### src/rtl/ex_div_pkg.sv
// Shared constants and arithmetic helpers for the EX-stage divider.
package ex_div_pkg;

  localparam int REG_W  = 32;
  localparam int DREG_W = 64;

  // FSM state encodings
  localparam logic [1:0] DIV_FREE   = 2'b00;
  localparam logic [1:0] DIV_BYZERO = 2'b01;
  localparam logic [1:0] DIV_ON     = 2'b10;
  localparam logic [1:0] DIV_END    = 2'b11;

  // ready_o levels
  localparam logic DIV_RESULT_READY     = 1'b1;
  localparam logic DIV_RESULT_NOT_READY = 1'b0;

  // start_i levels as driven by EX
  localparam logic DIV_START = 1'b1;
  localparam logic DIV_STOP  = 1'b0;

  // Last value of the iteration counter; the step taken there is the 32nd.
  localparam logic [5:0] DIV_LAST_STEP = 6'd31;

  // Two's-complement negate when en is set, pass through otherwise.
  function automatic logic [REG_W-1:0] cond_negate(input logic [REG_W-1:0] v,
                                                   input logic en);
    logic [REG_W-1:0] r;
    if (en) begin
      r = ~v + 32'd1;
    end else begin
      r = v;
    end
    return r;
  endfunction

  // One restoring-division step.
  // pr layout: [64:32] partial remainder (always < divisor, so bit 64 stays 0),
  //            [31:0]  dividend bits still to shift in / quotient bits shifted out.
  // The remainder is shifted left taking the next dividend bit; if the divisor
  // fits, it is subtracted and a 1 enters the quotient, otherwise a 0.
  function automatic logic [64:0] div_step(input logic [64:0] pr,
                                           input logic [REG_W-1:0] d);
    logic [33:0] trial;
    logic [64:0] r;
    trial = pr[64:31] - {2'b00, d};
    if (trial[33]) begin
      r = {pr[63:0], 1'b0};
    end else begin
      r = {trial[32:0], pr[30:0], 1'b1};
    end
    return r;
  endfunction

endpackage

### src/rtl/ex_div.sv
// Multi-cycle 32-bit signed/unsigned restoring divider for the EX stage.
// Result is {remainder, quotient}; divide by zero yields an all-zero result.
module ex_div
  import ex_div_pkg::*;
(
  input  logic              clk,
  input  logic              rst,
  input  logic              start_i,
  input  logic              signed_div_i,
  input  logic [REG_W-1:0]  opdata1_i,
  input  logic [REG_W-1:0]  opdata2_i,
  input  logic              annul_i,
  output logic [DREG_W-1:0] result_o,
  output logic              ready_o
);

  logic [1:0]        state_r;
  logic [5:0]        cnt_r;
  logic [64:0]       pr_r;
  logic [REG_W-1:0]  divisor_r;
  logic              neg_quo_r;
  logic              neg_rem_r;
  logic [DREG_W-1:0] result_r;
  logic              ready_r;

  logic [64:0]       step_s;
  logic [REG_W-1:0]  quo_fix_s;
  logic [REG_W-1:0]  rem_fix_s;
  logic              neg_op1_s;
  logic              neg_op2_s;

  assign neg_op1_s = signed_div_i & opdata1_i[31];
  assign neg_op2_s = signed_div_i & opdata2_i[31];

  // Next partial remainder plus sign fix-up of the value the step produces.
  always_comb begin
    step_s    = div_step(pr_r, divisor_r);
    quo_fix_s = cond_negate(step_s[31:0], neg_quo_r);
    rem_fix_s = cond_negate(step_s[63:32], neg_rem_r);
  end

  // Divider FSM, datapath registers and registered outputs.
  always_ff @(posedge clk) begin
    if (rst) begin
      state_r   <= DIV_FREE;
      cnt_r     <= 6'd0;
      pr_r      <= 65'd0;
      divisor_r <= 32'd0;
      neg_quo_r <= 1'b0;
      neg_rem_r <= 1'b0;
      result_r  <= 64'd0;
      ready_r   <= DIV_RESULT_NOT_READY;
    end else begin
      case (state_r)
        DIV_FREE: begin
          result_r <= 64'd0;
          ready_r  <= DIV_RESULT_NOT_READY;
          if ((start_i == DIV_START) && !annul_i) begin
            if (opdata2_i == 32'd0) begin
              state_r <= DIV_BYZERO;
            end else begin
              // Iterate on magnitudes; signs are re-applied on the last step.
              state_r   <= DIV_ON;
              cnt_r     <= 6'd0;
              pr_r      <= {33'd0, cond_negate(opdata1_i, neg_op1_s)};
              divisor_r <= cond_negate(opdata2_i, neg_op2_s);
              neg_quo_r <= neg_op1_s ^ neg_op2_s;
              neg_rem_r <= neg_op1_s;
            end
          end
        end
        DIV_BYZERO: begin
          if (annul_i) begin
            state_r  <= DIV_FREE;
            result_r <= 64'd0;
            ready_r  <= DIV_RESULT_NOT_READY;
          end else begin
            state_r  <= DIV_END;
            result_r <= 64'd0;
            ready_r  <= DIV_RESULT_READY;
          end
        end
        DIV_ON: begin
          if (annul_i) begin
            state_r  <= DIV_FREE;
            cnt_r    <= 6'd0;
            result_r <= 64'd0;
            ready_r  <= DIV_RESULT_NOT_READY;
          end else begin
            pr_r <= step_s;
            if (cnt_r == DIV_LAST_STEP) begin
              // 32nd step: publish the fixed-up result on this same edge.
              state_r  <= DIV_END;
              cnt_r    <= 6'd0;
              result_r <= {rem_fix_s, quo_fix_s};
              ready_r  <= DIV_RESULT_READY;
            end else begin
              cnt_r <= cnt_r + 6'd1;
            end
          end
        end
        DIV_END: begin
          // annul_i is deliberately ignored here: EX releases us via start_i.
          if (start_i == DIV_STOP) begin
            state_r  <= DIV_FREE;
            result_r <= 64'd0;
            ready_r  <= DIV_RESULT_NOT_READY;
          end else begin
            state_r <= DIV_END;
          end
        end
        default: begin
          state_r  <= DIV_FREE;
          cnt_r    <= 6'd0;
          result_r <= 64'd0;
          ready_r  <= DIV_RESULT_NOT_READY;
        end
      endcase
    end
  end

  assign result_o = result_r;
  assign ready_o  = ready_r;

endmodule

### config.mk
export PLATFORM = sky130hd
export DESIGN_NAME = ex_div
export DESIGN_NICKNAME = d
export VERILOG_FILES = /design/src/rtl/ex_div_pkg.sv /design/src/rtl/ex_div.sv
export SDC_FILE = /design/constraint.sdc
export NUM_CORES = 1
export LEC_CHECK = 0
export CAP_MARGIN = 20
export CORE_UTILIZATION = 30
export CTS_CLUSTER_SIZE = 30
export DETAILED_ROUTE_END_ITERATION = 6
export DONT_BUFFER_PORTS = 1
export PLACE_DENSITY = 0.54
export SETUP_SLACK_MARGIN = 0.4
export SLEW_MARGIN = 20
export SYNTH_ARGS = -nofsm -noshare
export SYNTH_HDL_FRONTEND = slang
export SYNTH_SLANG_ARGS = --single-unit
### constraint.sdc
create_clock -name clk -period 6.5 [get_ports clk]
set_clock_uncertainty 0.1 [all_clocks]
set_input_delay 1.95 -clock clk [delete_from_list [all_inputs] [get_ports clk]]
set_output_delay 1.95 -clock clk [all_outputs]
set_load 0.1 [all_outputs]
==> results.md <==
- Antenna cells: 0
- I/O pin cnt: 134
- DRC: 0
- Synth area leaders: dfxtp_1 29%, nand2_1 7.2%, xnor2_1 6.1%
- Total core area: 38800 µm²
- Die W: 201 µm
- Synth cell count leaders: 226 x nand2_1, 172 x dfxtp_1, 166 x nor2_1
- CTS tree: yes
- RePlAce Congestion: 0.866
- Starting density of the core: 30.5%
- Post-DRT Antenna Nets: 0
- Drt pass-1 iters: 5
- TritonCTS buffer count: 17
- Max-slew headroom: 30.9%
- Data arrival time of the worst path: 5670 ps
- Post-synthesis sequential area ratio: 29.1%
- Ys Warns: 0
- Count of final hold-check violations: 0
- Synth area leader: dfxtp_1
- Die Span Y: 201 µm
- Hold_buf cts: 0
- Critical path endpoint category: flip-flop
- Largest net degree at the start of global routing: 144
- Total Routing Usage GR: 18.2%
- Distinct cells, synth: 78
- Post-synth EDFFs: 0
- Post-CTS setup buffer count: 0
- Pwr dens: 328 nW/µm²
- Initial antenna violation count: 0
- Syn-to-layout area delta: 7.88%
- Tcrit/Tclk final: 84.3%
- Syn_nets: 1689
- # fillers: 4135
- Post-Syn Area: 11800 µm²
- Post-route setup TNS: 0 ps
- Avg Vias per Cell: 5.31
- Max-Cap Viols: 0
- Cell count after synthesis: 1579
- Crit-path max FO: 21
- Clk slew on worst S/H paths: 80 ps
- RSZ-0062 raised after global routing: no
- Share of post-route cells with drive strength above 1: 6.86%
- Setup violations, final: 0
- Die area: 40300 µm²
- Routed WL per cell: 18.0 µm
- Iter 0 DRT Violations: 651
- Worst Path Class, Setup: flip-flop to flip-flop
- Hold_ws: 359 ps
- Vias: 10900
- Fmax: 182 MHz
- Root buffer cell: clkbuf_16
- Remaining Overflow, GRT: 0
- Htree depth: 4
- Finished layout cell area: 12800 µm²
- PostCTS Resize Cnt: 0
- Rows: 72
- Worst min path class: flip-flop to flip-flop
- Min Clock Period, post-route: 5480 ps
- Clock Path Buffers: 2
- LEAKAGE: 0.00457 µW
- Drt total wl: 36800 µm
- Status: finished, final reports clean
- Fin nets: 1628
- Avg Inst Size Synth: 7.50 µm²
- Yosys top cell area share: 29.1%
- CP Launch Type: flip-flop
- VDD IR-drop max: 188 µV
- Number of global-route vias before repair: 10300
- Latest clock arrival within the worst-skew pair: 450 ps
- Placed cell area: 12200 µm²
- Final Max Slew Viols: 0
- Yosys reg bits: 172
- Dpl hpwl: 27700 µm
- I/O Buffers: 0
- Slew @ Worst Pin: 1040 ps
- WP data required: 6690 ps
- Top_reg_cell synth: dfxtp_1
- # clock sinks: 172
- Most frequent cell after synthesis: nand2_1
- Global-route wire length before repair: 58500 µm
- Ys async rst share: 0%
[final cells by class]
type / count / area, µm² / area share (%)
multi-input combinational: 1249 / 7720 / 60.4
sequential: 172 / 3440 / 26.9
tap: 518 / 648 / 5.07
clock buffer: 19 / 443 / 3.47
inverter: 60 / 228 / 1.78
clock inverter: 13 / 149 / 1.17
timing repair buffer: 18 / 148 / 1.16
[where the power goes]
part           total, µW  switching (µW)  internal, µW
clock network       1050             497           557
logic               1810            1210           609
registers           1320             167          1150
[worst max-delay path, cell delays in order, from the launching register on]
cell and delay (ps):
dfxtp_1 490, ha_1 390, a21oi_2 270, o21ai_1 160, a21o_1 260, o311a_1 340, o21a_2 330, nor2_8 400
mux2i_1 410, ha_1 280, nand2_1 70, nor3_1 150, buf_4 150, nand3_1 70, o31ai_1 500, nand3_1 310
o31ai_1 320, xor2_1 200, o21ai_0 90
[kinds of logic after synthesis]
logic type	share of synthesized area, %
muxes	1.99
AOI/OAI and AO/OA	26.2
xor gates and xnor gates	10.2
DFF	29.1
adders and majority gates	4.39
and+or+nand+nor	22.2
buffers and inverters	5.87
[cells in the final DEF, fill, tap and decap left out, types with 20 or more instances in the layout]
cell type / count
inv_1: 59
a22oi_1: 27
a211oi_1: 44
nor3_1: 36
nor2_1: 165
dfxtp_1: 172
ha_1: 39
nand2_1: 226
xor2_1: 56
a21oi_1: 115
xnor2_1: 82
o31ai_1: 25
o21ai_0: 132
a22oi_2: 20
[through the flow]
step	util [%]	instances	power, µW	setup WS [ps]
finish	32.9	2049	4190	1020
floorplan	-	1579	2710	1630
global placement	31.4	2017	3130	941
CTS	32.9	2049	4210	1110
global route	32.9	2049	4480	634
detailed placement	31.4	2017	3140	831
[layer usage]
layer / up-vias / global-route usage (%) / share of wire (%)
li1: 5471 / - / -
met4: 0 / 4.74 / 1.9
met3: 46 / 4.06 / 5.2
met5: - / 0 / 0
met2: 275 / 31.0 / 48
met1: 5090 / 23.0 / 45
[registers in the layout (all words and copies together), names as in the netlist]
register / cells
cnt_r: 6
ready_o: 1
result_o: 64
divisor_r: 32
neg_rem_r: 1
state_r: 2
pr_r: 65
neg_quo_r: 1
[final timing paths]
| path | from | end | slack [ps] | cells past startpoint |
|---|---|---|---|---|
| worst max register to register | pr_r[37] | result_o[62] | 1020 | 18 |
| worst max-delay path | pr_r[37] | result_o[62] | 1020 | 18 |
| worst min-delay path | divisor_r[31] | divisor_r[31] | 360 | 2 |
| worst min register to register | divisor_r[31] | divisor_r[31] | 360 | 2 |
(Power assumes the default switching activity.)
